`src/rtl/atari_audio_pkg.sv`:
```
// Shared audio types and constants for the console audio path.
// Pure declarations, no logic and no latency.
// No flow control; consumers apply their own handshakes.
package atari_audio_pkg;

   typedef logic [15:0] sample_t;

   typedef struct packed {
      sample_t l;
      sample_t r;
   } stereo_t;

   // Default window size: 1024 clk_sys-rate strobes per output sample.
   localparam int AUDIO_DECIM_DEFAULT = 10;

endpackage

```
`src/rtl/audio_boxcar.sv`:
```
// One-channel box-car accumulator; avg is the truncated window mean including the current x.
// Combinational avg; the accumulator updates on the edge that samples ce.
// No back-pressure here; the caller decides whether avg is kept or dropped.
module audio_boxcar
   import atari_audio_pkg::*;
#(
   parameter int IN_W       = 16,
   parameter int LOG2_DECIM = AUDIO_DECIM_DEFAULT
) (
   input  logic            clk_sys,
   input  logic            reset_n,
   input  logic            ce,
   input  logic            last,
   input  logic [IN_W-1:0] x,
   output logic [IN_W-1:0] avg
);

   localparam int ACC_W = IN_W + LOG2_DECIM;

   logic [ACC_W-1:0] acc_q;
   logic [ACC_W-1:0] acc_d;
   logic [ACC_W-1:0] sum;

   // Headroom of LOG2_DECIM bits means the window sum can never wrap.
   assign sum = acc_q + {{LOG2_DECIM{1'b0}}, x};
   assign avg = sum[ACC_W-1:LOG2_DECIM];

   // Accumulate on each strobe; the final strobe of a window restarts from zero.
   always_comb begin
      acc_d = acc_q;
      if (ce) begin
         acc_d = last ? '0 : sum;
      end
   end

   // Accumulator register with synchronous reset.
   always_ff @(posedge clk_sys) begin
      if (!reset_n) begin
         acc_q <= '0;
      end else begin
         acc_q <= acc_d;
      end
   end

endmodule

```
`src/rtl/audio_decimator.sv`:
```
// Stereo box-car decimator: averages 2^LOG2_DECIM strobed samples per channel into one output sample.
// out_valid rises on the edge that samples the final strobe of a window.
// A window completing while a sample is held and not accepted is dropped and flags sticky overrun.
module audio_decimator
   import atari_audio_pkg::*;
#(
   parameter int LOG2_DECIM = AUDIO_DECIM_DEFAULT,
   parameter int IN_W       = 16,
   parameter int SIGNED_OUT = 1
) (
   input  logic            clk_sys,
   input  logic            reset_n,
   input  logic            in_ce,
   input  logic [IN_W-1:0] audio_l_in,
   input  logic [IN_W-1:0] audio_r_in,
   input  logic            mute,
   output logic            out_valid,
   input  logic            out_ready,
   output logic [IN_W-1:0] out_l,
   output logic [IN_W-1:0] out_r,
   output logic            overrun,
   input  logic            overrun_clr
);

   localparam logic [LOG2_DECIM-1:0] CNT_ONE  = LOG2_DECIM'(1);
   localparam logic [IN_W-1:0]       MSB_MASK = {1'b1, {(IN_W-1){1'b0}}};

   logic [LOG2_DECIM-1:0] cnt_q, cnt_d;
   logic                  valid_q, valid_d;
   logic [IN_W-1:0]       out_l_q, out_l_d;
   logic [IN_W-1:0]       out_r_q, out_r_d;
   logic                  ovr_q, ovr_d;

   logic                  win_last;
   logic                  win_end;
   logic                  xfer;
   logic                  load;
   logic                  drop;
   logic [IN_W-1:0]       x_l, x_r;
   logic [IN_W-1:0]       avg_l, avg_r;
   logic [IN_W-1:0]       conv_l, conv_r;

   // Muting substitutes zero samples so partial sums already gathered are kept.
   assign x_l = mute ? '0 : audio_l_in;
   assign x_r = mute ? '0 : audio_r_in;

   assign win_last = &cnt_q;
   assign win_end  = in_ce & win_last;
   assign xfer     = valid_q & out_ready;
   assign load     = win_end & (~valid_q | out_ready);
   assign drop     = win_end & valid_q & ~out_ready;

   audio_boxcar #(
      .IN_W       (IN_W),
      .LOG2_DECIM (LOG2_DECIM)
   ) u_box_l (
      .clk_sys (clk_sys),
      .reset_n (reset_n),
      .ce      (in_ce),
      .last    (win_last),
      .x       (x_l),
      .avg     (avg_l)
   );

   audio_boxcar #(
      .IN_W       (IN_W),
      .LOG2_DECIM (LOG2_DECIM)
   ) u_box_r (
      .clk_sys (clk_sys),
      .reset_n (reset_n),
      .ce      (in_ce),
      .last    (win_last),
      .x       (x_r),
      .avg     (avg_r)
   );

   // Offset-binary to two's complement is just an MSB flip.
   assign conv_l = (SIGNED_OUT != 0) ? (avg_l ^ MSB_MASK) : avg_l;
   assign conv_r = (SIGNED_OUT != 0) ? (avg_r ^ MSB_MASK) : avg_r;

   // Next state for the shared window counter, output hold register and overrun flag.
   always_comb begin
      cnt_d   = cnt_q;
      valid_d = valid_q;
      out_l_d = out_l_q;
      out_r_d = out_r_q;
      ovr_d   = ovr_q;

      // Counter wraps to zero naturally at the end of each window.
      if (in_ce) begin
         cnt_d = cnt_q + CNT_ONE;
      end

      if (load) begin
         valid_d = 1'b1;
         out_l_d = conv_l;
         out_r_d = conv_r;
      end else if (xfer) begin
         valid_d = 1'b0;
      end

      // A drop in the same cycle as a clear leaves the flag set.
      if (drop) begin
         ovr_d = 1'b1;
      end else if (overrun_clr) begin
         ovr_d = 1'b0;
      end
   end

   // State registers with synchronous active-low reset.
   always_ff @(posedge clk_sys) begin
      if (!reset_n) begin
         cnt_q   <= '0;
         valid_q <= 1'b0;
         out_l_q <= '0;
         out_r_q <= '0;
         ovr_q   <= 1'b0;
      end else begin
         cnt_q   <= cnt_d;
         valid_q <= valid_d;
         out_l_q <= out_l_d;
         out_r_q <= out_r_d;
         ovr_q   <= ovr_d;
      end
   end

   assign out_valid = valid_q;
   assign out_l     = out_l_q;
   assign out_r     = out_r_q;
   assign overrun   = ovr_q;

endmodule
```
`config.mk`:
```
export PLATFORM = sky130hd
export DESIGN_NAME = audio_decimator
export DESIGN_NICKNAME = d
export VERILOG_FILES = /design/src/rtl/atari_audio_pkg.sv /design/src/rtl/audio_boxcar.sv /design/src/rtl/audio_decimator.sv
export SDC_FILE = /design/constraint.sdc
export NUM_CORES = 1
export LEC_CHECK = 0
export ABC_AREA = 1
export BUFFER_PORTS_ARGS = -buffer_cell sky130_fd_sc_hd__buf_2
export CAP_MARGIN = 10
export CORE_MARGIN = 2
export CORE_UTILIZATION = 38
export DETAILED_ROUTE_END_ITERATION = 10
export GPL_ROUTABILITY_DRIVEN = 0
export PLACE_DENSITY_LB_ADDON = 0.25
export SLEW_MARGIN = 20
export SYNTH_ARGS = -nofsm -noshare
export SYNTH_HDL_FRONTEND = slang
export SYNTH_SLANG_ARGS = --single-unit
```
`constraint.sdc`:
```
create_clock -name clk_sys -period 2 [get_ports clk_sys]
set_clock_uncertainty 0.1 [all_clocks]
set_input_delay 0.2 -clock clk_sys [delete_from_list [all_inputs] [get_ports clk_sys]]
set_output_delay 0.2 -clock clk_sys [all_outputs]
set_load 0.02 [all_outputs]
```
==> flow_summary.yaml <==
global_routing:
  met2_usage_pct: 38.6
  grt_use_met1_pct: 23.9
  grt_overflow: 0
  grt_pass1_wl_microns: 32800
  top_usage_layer: "met2"
  grt_pass1_vias: 7093
  grt_use_met3_pct: 3.21
  grt_max_degree: 58
  antenna_found_initial: 0
  grtUsageTotal_pct: 20.5
worst_setup_path:
  criticalPathCategory: "reg -> reg"
  worstPathRequired_ps: 2190
  critical_path.max_fanout: 3
  rrSetupSlack_ps: 80
  r2r-start: "u_box_r.acc_q[0]"
  r2r_cells: 11
  cp-end-kind: "register"
  cp.arrival_ps: 2110
  setup.worst_path.start_class: "register"
  r2r_end: "u_box_r.acc_q[14]"
power_and_ir_drop:
  vdd_drop_max_mv: 0.412
  netSwitchingPower_mw: 1.39
  leakagePower_nw: 4.74
  p_per_area_nw_per_um2: 523
  internal-power_mw: 3.39
  pwr-share-comb_pct: 19.7
  finalPower_mw: 4.77
  clkPwrFrac_pct: 38.2
  seqPwrFrac_pct: 42.1
  sw_frac_of_total_pct: 29.0
sta:
  setup_slack_ps: 78.5
  fmax_mhz: 520
  slew_headroom_pct: 70.0
  hold_slack_ps: 5.80
  finalHoldViolCount: 0
  rsz0062_at_grt: "yes"
  slew_viol_final: 0
  max_slew.worst_pin.slew_ps: 451
  fin_setup_tns_ps: 0
  timing.final.crit_share_pct: 96.1
  finalSetupViolCount: 0
  min_period_ps: 1920
min_path:
  min_to: "cnt_q[0]"
  min_path_cells: 2
  min_path_type: "in -> reg"
  hold_start: "in_ce"
synthesis:
  synth.area.top_cells: "dfxtp_1, nand2_1, inv_1"
  yosysMostFrequentCell: "nand2_1"
  synth_largest_type_area_fraction_pct: 27.2
  synth_area_sq_um: 7050
  synth_ff_type: "dfxtp_1"
  syn_avg_cell_area_sq_um: 5.68
  synth-seq-area-share_pct: 27.2
  synth_top_area_cell: "dfxtp_1"
  synth_cell_types: 38
  ys_warn_count: 0
  ys_seq_elements: 96
  synthArstFlopShare_pct: 0
  synth_nets: 1315
  synthTopCellsByCount: "nand2_1, inv_1, nor2_1"
  syn_inst: 1242
  synth_edf_count: 0
placed_design:
  dp_slack_ps: -343
  hpwl_microns: 15200
  numPortBuffers: 71
run_status:
  status: "finished, final reports clean"
layout:
  final_util_pct: 50.4
  drive_gt1_share_pct: 21.4
  area_delta_synth_final_pct: 29.3
  antenna_cells: 0
  fin_nets: 1446
floorplanning:
  die_w_microns: 140
  die_h_microns: 140
  die_area_sq_um: 19700
  core_sq_um: 18100
  std_cell_rows: 49
  start_util_pct: 39.0
  ios: 72
cts:
  clkTransAtPathRegs_ps: 70
  cts_tree: "done"
  clock_tree.root_cell: "clkbuf_16"
  cts.sinks: 96
  clk_path_buf_depth: 2
  numCtsBuffers: 9
  cts_max_level: 3
  insertion_delay_ps: 360
routing:
  wirelength_microns: 20300
  drtAntennaViolNets: 0
  routedWlPerCell_microns: 12.6
  dr.pass1.iters: 7
  dr.first_iter.drc_count: 461
  drc: 0
  viasPerCell: 4.74
  vias: 7612
flow_run:
  maxCapViolCount: 0
-- cells by family (layout without fill, tap and decap cells) --
logic type | count (synthesis) | after routing | synth area share [%]
simple gates | 730 | 730 | 42.3
buf+inv | 253 | 388 | 14.1
compound gates | 121 | 121 | 9.08
flops | 96 | 96 | 27.2
fa+ha+maj | 35 | 35 | 6.42
xor+xnor | 7 | 7 | 0.869
-- worst max-delay path, cell delays in order (launching register included) --
cell	delay (ps)
dfxtp_2	340
ha_4	160
fa_2	370
nand2_2	90
nand2_2	80
nand3_2	90
nand2_2	80
nand2_2	90
a21boi_1	80
nor2_2	170
nand2_1	70
a21oi_1	130
-- registers in the layout, indices dropped and copies added, names as in the netlist --
signal	count
cnt_q	10
overrun	1
out_l	16
out_valid	1
u_box_r.acc_q	26
u_box_l.acc_q	26
out_r	16
-- power groups by stage --
stage	sequential, mW	combinational (mW)	clock (mW)
global route	2.02	1.05	1.92
global placement	2.04	0.777	0
floorplan	2.03	0.475	0
finish	2.01	0.939	1.82
detailed placement	2.04	0.781	0
CTS	1.99	0.797	1.86
-- metrics by stage --
step / std cells / area (sq um)
after detailed placement: 1584 / 8140
after CTS: 1602 / 8530
after global placement: 1584 / 8140
final: 1606 / 9120
after floorplan: 1242 / 7060
after global routing: 1606 / 9120
-- timing repair --
item / 4_1_cts / 5_1_grt
pin swaps: 6 / 22
endpoints found under the setup margin: 20 / 69
resized for setup: 20 / 120
endpoints found under the hold margin: 1 / 0
cloned: 0 / 1
setup buffers: 2 / 3
hold buffers: 1 / 0
-- routing by layer --
metal | part of all wire [%] | routed length [microns]
met1 | 44 | 9010
met2 | 50 | 10200
met3 | 3.5 | 706
met4 | 1.8 | 361
met5 | 0 | 0
-- how the worst max path moves through the flow --
stage	from	endpoint	slack, ps	cells after the start
6_report	u_box_r.acc_q[0]	u_box_r.acc_q[14]	80	11
5_1_grt	u_box_l.acc_q[14]	out_l[10]	-40	12
4_1_cts	u_box_l.acc_q[0]	out_l[14]	0.2	12
3_5_place_dp	mute	out_r[0]	-340	14
3_3_place_gp	mute	out_l[9]	-330	14
2_1_floorplan	mute	u_box_l.acc_q[12]	1	10
-- layout by cell type (no fill, tap or decap), types with 10 or more instances in the layout --
master     instances
clkbuf_16         10
nand3_1           69
nand2_2           33
inv_1            218
a21oi_1           76
nand2_1          413
nor2_2            23
buf_4             69
o21ai_0           21
nor2_1           132
ha_4              22
buf_2             70
dfxtp_1           93
nand4_1           11
-- area by class of cell --
cell class              instances  area, sq um
clock inverters                 4         55.1
clock buffers                  11          243
well taps                     229          287
repair buffers                149         1030
multi-input cells             893         4730
flip-flops and latches         96         1930
inverters                     224          846
fillers                      1906         8970
(Power assumes the default switching activity.)
